<file path="config.mk">
export PLATFORM = sky130hd
export DESIGN_NAME = jtmx5k_sdram_resp_flat
export DESIGN_NICKNAME = d
export VERILOG_FILES = /design/src/rtl/jtmx5k_sdram_resp_if.sv /design/src/rtl/jtmx5k_sdram_resp.sv /design/src/flat_wrapper.sv
export SDC_FILE = /design/constraint.sdc
export NUM_CORES = 1
export LEC_CHECK = 0
export BUFFER_PORTS_ARGS = -buffer_cell sky130_fd_sc_hd__buf_2
export CAP_MARGIN = 20
export CELL_PAD_IN_SITES_DETAIL_PLACEMENT = 0
export CELL_PAD_IN_SITES_GLOBAL_PLACEMENT = 1
export CORE_ASPECT_RATIO = 0.8
export CORE_MARGIN = 2
export CORE_UTILIZATION = 31
export DETAILED_ROUTE_END_ITERATION = 10
export PLACE_DENSITY_LB_ADDON = 0.1
export SYNTH_ARGS = -nofsm -noshare
export SYNTH_HDL_FRONTEND = slang
export SYNTH_SLANG_ARGS = --single-unit
</file>
<file path="constraint.sdc">
create_clock -name clk -period 1.4 [get_ports clk]
set_input_delay 0.07 -clock clk [delete_from_list [all_inputs] [get_ports clk]]
set_output_delay 0.07 -clock clk [all_outputs]
set_load 0.005 [all_outputs]
</file>
<file path="src/rtl/jtmx5k_sdram_resp_if.sv">
// Game-side bus of the SDRAM responder: single-word ROM reads plus byte-masked
// download writes, both acknowledged through the shared sdram_ack pulse.
interface jtmx5k_sdram_resp_if;
  logic        downloading;
  logic [21:0] prog_addr;
  logic [7:0]  prog_data;
  logic [1:0]  prog_mask;
  logic        prog_we;
  logic        sdram_req;
  logic [21:0] sdram_addr;
  logic        sdram_ack;
  logic        data_dst;
  logic        data_rdy;
  logic [15:0] data_read;

  modport master (
    output downloading, prog_addr, prog_data, prog_mask, prog_we, sdram_req, sdram_addr,
    input  sdram_ack, data_dst, data_rdy, data_read
  );

  modport slave (
    input  downloading, prog_addr, prog_data, prog_mask, prog_we, sdram_req, sdram_addr,
    output sdram_ack, data_dst, data_rdy, data_read
  );
endinterface

</file>
<file path="src/rtl/jtmx5k_sdram_resp.sv">
// Responder between the game request bus and a fixed-latency 16-bit memory port.
// Optional periodic refresh is built in when MX5K_RESP_REFRESH_EN is defined.
module jtmx5k_sdram_resp #(
  parameter int RD_LAT     = 2,
  parameter int REF_PERIOD = 384,
  parameter int REF_LEN    = 4
)(
  input  logic        clk,
  input  logic        rst,
  jtmx5k_sdram_resp_if.slave bus,
  output logic [21:0] mem_addr,
  output logic        mem_rd,
  output logic        mem_we,
  output logic [15:0] mem_wdata,
  output logic [1:0]  mem_wmask,
  input  logic [15:0] mem_rdata,
  output logic        mem_ref
);

  if (RD_LAT < 1 || RD_LAT > 7 || REF_PERIOD < 2 || REF_LEN < 1) begin : g_bad_param
    $error("jtmx5k_sdram_resp: parameter out of range");
  end

`ifdef MX5K_RESP_REFRESH_EN
  typedef enum logic [2:0] {IDLE, WR, RD_WAIT, RD_DATA, GAP, REF} state_t;
  localparam int RW = $clog2(REF_PERIOD);
  localparam int LW = $clog2(REF_LEN + 1);
  logic [RW-1:0] ref_cnt;
  logic [LW-1:0] ref_len_cnt;
  logic          ref_pend;
`else
  typedef enum logic [2:0] {IDLE, WR, RD_WAIT, RD_DATA, GAP} state_t;
  assign mem_ref = 1'b0;
`endif

  state_t     st;
  logic [2:0] lat_cnt;

  always_ff @(posedge clk) begin
    if (rst) begin
      st            <= IDLE;
      lat_cnt       <= '0;
      bus.sdram_ack <= 1'b0;
      bus.data_dst  <= 1'b0;
      bus.data_rdy  <= 1'b0;
      bus.data_read <= '0;
      mem_addr      <= '0;
      mem_rd        <= 1'b0;
      mem_we        <= 1'b0;
      mem_wdata     <= '0;
      mem_wmask     <= '0;
`ifdef MX5K_RESP_REFRESH_EN
      mem_ref       <= 1'b0;
      ref_cnt       <= '0;
      ref_len_cnt   <= '0;
      ref_pend      <= 1'b0;
`endif
    end else begin
      bus.sdram_ack <= 1'b0;
      bus.data_dst  <= 1'b0;
      bus.data_rdy  <= 1'b0;
      mem_rd        <= 1'b0;
      mem_we        <= 1'b0;
`ifdef MX5K_RESP_REFRESH_EN
      // Free-running period counter; a second expiry while pending is absorbed.
      if (ref_cnt == RW'(REF_PERIOD - 1)) begin
        ref_cnt  <= '0;
        ref_pend <= 1'b1;
      end else begin
        ref_cnt  <= ref_cnt + 1'b1;
      end
`endif
      case (st)
        IDLE: begin
`ifdef MX5K_RESP_REFRESH_EN
          if (ref_pend) begin
            st          <= REF;
            mem_ref     <= 1'b1;
            ref_len_cnt <= LW'(REF_LEN);
          end else
`endif
          if (bus.downloading && bus.prog_we) begin
            st            <= WR;
            mem_we        <= 1'b1;
            bus.sdram_ack <= 1'b1;
            mem_addr      <= bus.prog_addr;
            mem_wdata     <= {bus.prog_data, bus.prog_data};
            mem_wmask     <= ~bus.prog_mask;
          end else if (!bus.downloading && bus.sdram_req) begin
            st            <= RD_WAIT;
            mem_rd        <= 1'b1;
            bus.sdram_ack <= 1'b1;
            mem_addr      <= bus.sdram_addr;
            lat_cnt       <= 3'(RD_LAT);
          end
        end
        WR: st <= GAP;
        // data_dst leads data_rdy by one cycle, so it fires as the count hits 1.
        RD_WAIT: begin
          if (lat_cnt == 3'd1) begin
            bus.data_dst <= 1'b1;
            st           <= RD_DATA;
          end else begin
            lat_cnt      <= lat_cnt - 3'd1;
          end
        end
        RD_DATA: begin
          bus.data_read <= mem_rdata;
          bus.data_rdy  <= 1'b1;
          st            <= GAP;
        end
        GAP: st <= IDLE;
`ifdef MX5K_RESP_REFRESH_EN
        REF: begin
          if (ref_len_cnt == LW'(1)) begin
            mem_ref  <= 1'b0;
            ref_pend <= 1'b0;
            st       <= GAP;
          end else begin
            ref_len_cnt <= ref_len_cnt - 1'b1;
          end
        end
`endif
        default: st <= IDLE;
      endcase
    end
  end

endmodule
</file>
<file path="src/flat_wrapper.sv">
// flat-port wrapper written by rule: the top's interface ports become plain ports
module jtmx5k_sdram_resp_flat 
#(
  parameter int RD_LAT     = 2,
  parameter int REF_PERIOD = 384,
  parameter int REF_LEN    = 4
)
  (clk, rst, mem_addr, mem_rd, mem_we, mem_wdata, mem_wmask, mem_rdata, mem_ref, bus_downloading, bus_prog_addr, bus_prog_data, bus_prog_mask, bus_prog_we, bus_sdram_req, bus_sdram_addr, bus_sdram_ack, bus_data_dst, bus_data_rdy, bus_data_read);
  jtmx5k_sdram_resp_if bus_i ();
  input  logic clk;
  input  logic rst;
  output logic [21:0] mem_addr;
  output logic mem_rd;
  output logic mem_we;
  output logic [15:0] mem_wdata;
  output logic [1:0] mem_wmask;
  input  logic [15:0] mem_rdata;
  output logic mem_ref;
  input wire logic [$bits(bus_i.downloading)-1:0] bus_downloading;
  input wire logic [$bits(bus_i.prog_addr)-1:0] bus_prog_addr;
  input wire logic [$bits(bus_i.prog_data)-1:0] bus_prog_data;
  input wire logic [$bits(bus_i.prog_mask)-1:0] bus_prog_mask;
  input wire logic [$bits(bus_i.prog_we)-1:0] bus_prog_we;
  input wire logic [$bits(bus_i.sdram_req)-1:0] bus_sdram_req;
  input wire logic [$bits(bus_i.sdram_addr)-1:0] bus_sdram_addr;
  output wire logic [$bits(bus_i.sdram_ack)-1:0] bus_sdram_ack;
  output wire logic [$bits(bus_i.data_dst)-1:0] bus_data_dst;
  output wire logic [$bits(bus_i.data_rdy)-1:0] bus_data_rdy;
  output wire logic [$bits(bus_i.data_read)-1:0] bus_data_read;
  assign bus_i.downloading = bus_downloading;
  assign bus_i.prog_addr = bus_prog_addr;
  assign bus_i.prog_data = bus_prog_data;
  assign bus_i.prog_mask = bus_prog_mask;
  assign bus_i.prog_we = bus_prog_we;
  assign bus_i.sdram_req = bus_sdram_req;
  assign bus_i.sdram_addr = bus_sdram_addr;
  assign bus_sdram_ack = bus_i.sdram_ack;
  assign bus_data_dst = bus_i.data_dst;
  assign bus_data_rdy = bus_i.data_rdy;
  assign bus_data_read = bus_i.data_read;
  jtmx5k_sdram_resp #(.RD_LAT(RD_LAT), .REF_PERIOD(REF_PERIOD), .REF_LEN(REF_LEN)) u_core (.clk(clk), .rst(rst), .bus(bus_i), .mem_addr(mem_addr), .mem_rd(mem_rd), .mem_we(mem_we), .mem_wdata(mem_wdata), .mem_wmask(mem_wmask), .mem_rdata(mem_rdata), .mem_ref(mem_ref));
endmodule
</file>
### After elaboration in Yosys (flattened, before gate mapping)

Cells that the tools add are included.

| word-level totals | value |
|---|---|
| bits of input ports | 75 |
| output and inout port bits | 62 |
| bits in registers | 67 |
| word-level logic and storage cells | 52 |

| operators by class | value |
|---|---|
| eq/ne operators | 9 |
| reduce and logical (&&, ||, !) cells | 14 |
| add/sub/neg operators | 1 |
| mux-type cells | 14 |
| bitwise operators | 3 |

Operators with widths:

| cell | number |
|---|---|
| $mux 22 | 2 |
| $mux 3 | 5 |
| $pmux 3 s3 | 1 |
| $eq 3x1->1 const B | 2 |
| $eq 3x2->1 const B | 2 |
| $pmux 3 s2 | 1 |
| $reduce_and 2->1 | 3 |
| $reduce_or 2->1 | 3 |
| $mux 1 | 5 |
| $ne 2x1->1 const B | 2 |
| $ne 2x2->1 const B | 2 |
| $reduce_and 4->1 | 1 |
| $reduce_bool 2->1 | 2 |
| $logic_not 3->1 | 1 |
| $ne 3x1->1 const B | 1 |
| $reduce_or 3->1 | 1 |
| $sub 3x1->3 const B | 1 |
| $logic_and 1x1->1 | 2 |
| $not 1->1 | 2 |
| $not 2->2 | 1 |
| $logic_not 1->1 | 1 |

### Longest topological paths before layout

| logic depth | value |
|---|---|
| word-level depth | 5 |
| mapped depth | 6 |
| mapped depth without buffers | 5 |

### Worst setup path before layout

No wires, ideal clock.

| path | value |
|---|---|
| path type | reg-to-reg |
| start point | register u_core.st[0] |
| end point | register u_core.mem_addr[17] |
| period minus slack after synthesis | 1.319 ns |
| setup slack | 0.081 ns |
| data arrival time | 1.174 ns |
| buffers on the path | 3 |
| data required time | 1.255 ns |
| setup time | 0.145 ns |
| cell stages (with the launch flop) | 7 |
| cells stage by stage | dfxtp_1 buf_2 nor3_4 and2_1 buf_6 buf_6 a311oi_2 |

| on the way | value |
|---|---|
| cells in the longest elaborated chain, start to end | 2 |

RTL lines:

| what | RTL line | text |
|---|---|---|
| start: declaration | jtmx5k_sdram_resp.sv:36 | `state_t st;` |
| start signal: assignment | jtmx5k_sdram_resp.sv:41 | `st <= IDLE;` |
| start signal: assignment | jtmx5k_sdram_resp.sv:83 | `st <= WR;` |
| start signal: assignment | jtmx5k_sdram_resp.sv:90 | `st <= RD_WAIT;` |
| $logic_not 3->1 | jtmx5k_sdram_resp.sv:73 | `case (st)` |
| $reduce_and 2->1 (no source line) | -- |  |
| end signal: assignment | jtmx5k_sdram_resp.sv:86 | `mem_addr <= bus.prog_addr;` |
| end signal: assignment | jtmx5k_sdram_resp.sv:93 | `mem_addr <= bus.sdram_addr;` |
| end: declaration | jtmx5k_sdram_resp.sv:11 | `output logic [21:0] mem_addr,` |

Every way passes these cells.
A chain may end at the register's enable or synchronous reset.

### Worst setup path after layout

| path | value |
|---|---|
| start point | register u_core.lat_cnt[1] |
| end point | register u_core.lat_cnt[2] |

| on the way | value |
|---|---|
| cells in the longest elaborated chain, start to end | 3 |
| elaborated cells between the ends (all ways) | 6 |
| those cells by class | add/sub (1); eq/ne (2); mux (2); reduce/logical (1) |

RTL lines:

| what | RTL line | text |
|---|---|---|
| start: declaration | jtmx5k_sdram_resp.sv:37 | `logic [2:0] lat_cnt;` |
| start signal: assignment | jtmx5k_sdram_resp.sv:94 | `lat_cnt <= 3'(RD_LAT);` |
| start signal: assignment | jtmx5k_sdram_resp.sv:104 | `lat_cnt <= lat_cnt - 3'd1;` |
| $sub 3x1->3 / $eq 3x1->1 (equally long branches) | jtmx5k_sdram_resp.sv:104, jtmx5k_sdram_resp.sv:100 |  |
| $mux 3 / $ne 2x2->1 (equally long branches) | -- |  |
| $pmux 3 s2 / $reduce_and 4->1 (equally long branches) | -- |  |

Parallel ways exist; a longest one is shown, timed or not. The select of a mux whose other input is x is not followed.

==> results_dict.tcl <==
set metrics [dict create \
    grt-ovfl-total 0 \
    peakVddDrop_uv 494.8 \
    finalClockSkew_ps 8.547 \
    maxSlewViolCount 0 \
    p_leak_nw 1.848 \
    start_kind "flip-flop" \
    hp-start "bus_sdram_addr[0]" \
    drtIter0Drc 129 \
    core_area_mm2 0.008019 \
    worst_skew_pair.late_latency_ps 340 \
    n_fill_cell 772 \
    gp_congestion 0.7676 \
    die_h_um 85.76 \
    dp.final_hpwl_mm 5.067 \
    cts_max_path_buffers 2 \
    cts_tree "built" \
    die-area_mm2 0.009107 \
    syn_nets 376 \
    final-setup-viol-count 0 \
    worstHoldPathCells 3 \
    synth_flop_cell "dfxtp_1" \
    crit_type "flip-flop to flip-flop" \
    min_to "u_core.mem_addr[0]$_SDFFE_PP0P_" \
    final_area_mm2 0.004123 \
    syn-instance-count 299 \
    yosys-top-cells-area "dfxtp_1, nand2_1, a311oi_2" \
    drtPass1Iterations 4 \
    track_usage_pct 17.81 \
    pre_cts_ws_ps 53.15 \
    die_x_um 106.2 \
    wire_per_inst_um 13.46 \
    yosysSeqAreaShare_pct 45.60 \
    r2r_cells 4 \
    grt_setup_unrepaired "no" \
    clock_sinks 59 \
    grt_pass1_wl_mm 12.79 \
    period_share_pct 93.78 \
    diodes 0 \
    max_freq_ghz 0.7617 \
    synthArstFlopShare_pct 0 \
    post_drt_via_cell_ratio 4.684 \
    start_util_pct 32.30 \
    hp-class "input pin to flip-flop" \
    cap_violations 0 \
    path_clk_slew_ps 70 \
    grt_max_degree 35 \
    yosys_register_bits 59 \
    h-tree-depth 3 \
    hold_violations 0 \
    io_buffers 135 \
    cellPowerDensity_mw_per_mm2 1146 \
    wirelength_mm 7.831 \
    synth_top_area_cell "dfxtp_1" \
    rrSetupSlack_ps 90 \
    routed-via-count 2726 \
    arrival_ps 1580 \
    syn_area_mm2 0.002590 \
    synth_edf_count 0 \
    io_pins 137 \
    antenna_found_initial 0 \
    synth.avg_cell_area_um2 8.662 \
    ys_types 34 \
    reg2reg_from "u_core.lat_cnt[1]$_SDFFE_PP0P_" \
    cts_root_buffer "clkbuf_8" \
    required_ps 1670 \
    syn2layout_area_growth_pct 59.18 \
    placed_area_mm2 0.003374 \
    drc 0 \
    post_cts_buffers 0 \
    critPathMaxFanout 3 \
    r2r_end "u_core.lat_cnt[2]$_SDFFE_PP0P_" \
    end_kind "flip-flop" \
    path_cells "inv_2, ha_1, or4b_1, a31oi_1" \
    final_core_util_pct 51.41 \
    post-synth-top-area-fraction_pct 45.60 \
    status "finished, final reports clean" \
    fin_setup_tns_ps 0 \
    critPathMaxStageDelay_ps 490 \
    cts_buffers 9 \
    grt_pass1_vias 2694 \
    yosys_warnings 0 \
    layout_setup_ws_ps 87.06 \
    post-route-min-period_ps 1313 \
    drive_gt1_share_pct 40.30 \
    rows 29 \
    ant_nets 0 \
    nets 546 \
    cp_slowest_cell "or4b_1" \
]
-- cells in the final DEF, fill, tap and decap left out, types with 2 or more instances in the layout --
cell / Yosys / final
a21oi_1: 48 / 48
a311oi_1: 5 / 5
a311oi_2: 19 / 19
and2_1: 2 / 2
buf_12: 0 / 7
buf_2: 10 / 135
buf_4: 11 / 5
bufinv_16: 0 / 3
clkbuf_8: 0 / 12
dfxtp_1: 59 / 57
dfxtp_2: 0 / 2
dlygate4sd3_1: 0 / 47
ha_1: 2 / 2
nand2_1: 78 / 78
nand3_1: 9 / 9
nand3b_1: 2 / 2
nor2_1: 9 / 9
nor2b_1: 2 / 2
o21ai_0: 9 / 9
-- per-layer routing --
layer / vias to the layer above / share of wire (%) / GRT usage [%]
li1: 1369 / - / -
met1: 1265 / 45 / 22.27
met2: 83 / 48 / 29.37
met3: 9 / 5.6 / 5.395
met4: 0 / 1.2 / 6.100
met5: - / 0 / 0
-- cell type report --
cell class                 instances  area, um2  area share (%)
sequential                        59       1184           28.71
clock buffer                      12      165.2           4.006
timing repair buffer             195       1335           32.38
multi-input combinational        202       1201           29.14
tap                              108      135.1           3.278
inverter                           2      7.507          0.1821
clock inverter                     4      95.09           2.307
-- sequential cells by signal, summed over array words and instances, names as in the netlist --
register and flops:
u_core.bus.data_dst 1, u_core.bus.sdram_ack 1, u_core.mem_rd 1, u_core.st 3, u_core.bus.data_rdy 1, u_core.mem_addr 22, u_core.bus.data_read 16, u_core.mem_we 1
u_core.mem_wmask 2, u_core.mem_wdata 8, u_core.lat_cnt 3
-- logic make-up (layout without fill, tap and decap cells) --
group,count (synthesis),after routing,share of synthesized area (%)
AND/OR/NAND/NOR,112,112,19.03
AO/OA/AOI/OAI,86,86,25.22
flip-flops,59,59,45.60
buffers and inverters,38,213,8.454
adder cells (fa/ha/maj),2,2,0.9660
other,1,1,0.1448
multiplexers,1,1,0.5795
-- critical path: cells and delay by family (launching register included) --
kind / cells / cell delay (ps)
AND/OR/NAND/NOR: 1 / 490
flip-flops: 1 / 320
adder cells (fa/ha/maj): 1 / 200
AO/OA/AOI/OAI: 1 / 180
buffers and inverters: 1 / 50
-- worst max path at each step --
stage,start,slack (ps),end,cells after the start
detailed placement,u_core.st[2]$_SDFFE_PP0P_,50,u_core.mem_addr[2]$_SDFFE_PP0P_,4
global route,u_core.lat_cnt[1]$_SDFFE_PP0P_,2,u_core.lat_cnt[1]$_SDFFE_PP0P_,5
CTS,u_core.st[1]$_SDFFE_PP0P_,40,u_core.lat_cnt[2]$_SDFFE_PP0P_,3
finish,u_core.lat_cnt[1]$_SDFFE_PP0P_,90,u_core.lat_cnt[2]$_SDFFE_PP0P_,4
global placement,u_core.st[2]$_SDFFE_PP0P_,90,u_core.mem_addr[14]$_SDFFE_PP0P_,4
floorplan,u_core.st[0]$_SDFFE_PP0P_,80,u_core.mem_addr[17]$_SDFFE_PP0P_,6
-- cells in the mapped netlist, types with 2 or more instances --
library cell and count:
nand2_1 78, dfxtp_1 59, a21oi_1 48, a311oi_2 19
buf_4 11, clkbuf_1 11, buf_2 10, nand3_1 9
nor2_1 9, o21ai_0 9, a311oi_1 5, buf_6 3
and2_1 2, ha_1 2, inv_1 2, nand3b_1 2
nor2b_1 2, or3_1 2
-- where the power goes --
group / internal, mW / switching [mW] / leakage [nW]
clock: 1.33 / 0.691 / 0.133
combinational: 0.448 / 0.405 / 1.23
sequential: 1.79 / 0.0631 / 0.484
total: 3.56 / 1.16 / 1.85
-- what timing repair did --
item	in CTS	in global routing
endpoints found under the setup margin	0	19
endpoints found under the hold margin	40	0
hold buffers	47	0
gates resized for setup	0	6
-- stage by stage --
step | total power [mW] | cells | hold slack (ps)
2_1_floorplan | 2.321 | 299 | 179.7
3_3_place_gp | 2.624 | 519 | 267.5
3_5_place_dp | 2.631 | 519 | 275.5
4_1_cts | 4.778 | 582 | 0.3779
5_1_grt | 4.962 | 582 | 10.80
6_report | 4.723 | 582 | 17.29
Note: power is estimated with default switching activity, not from simulation.
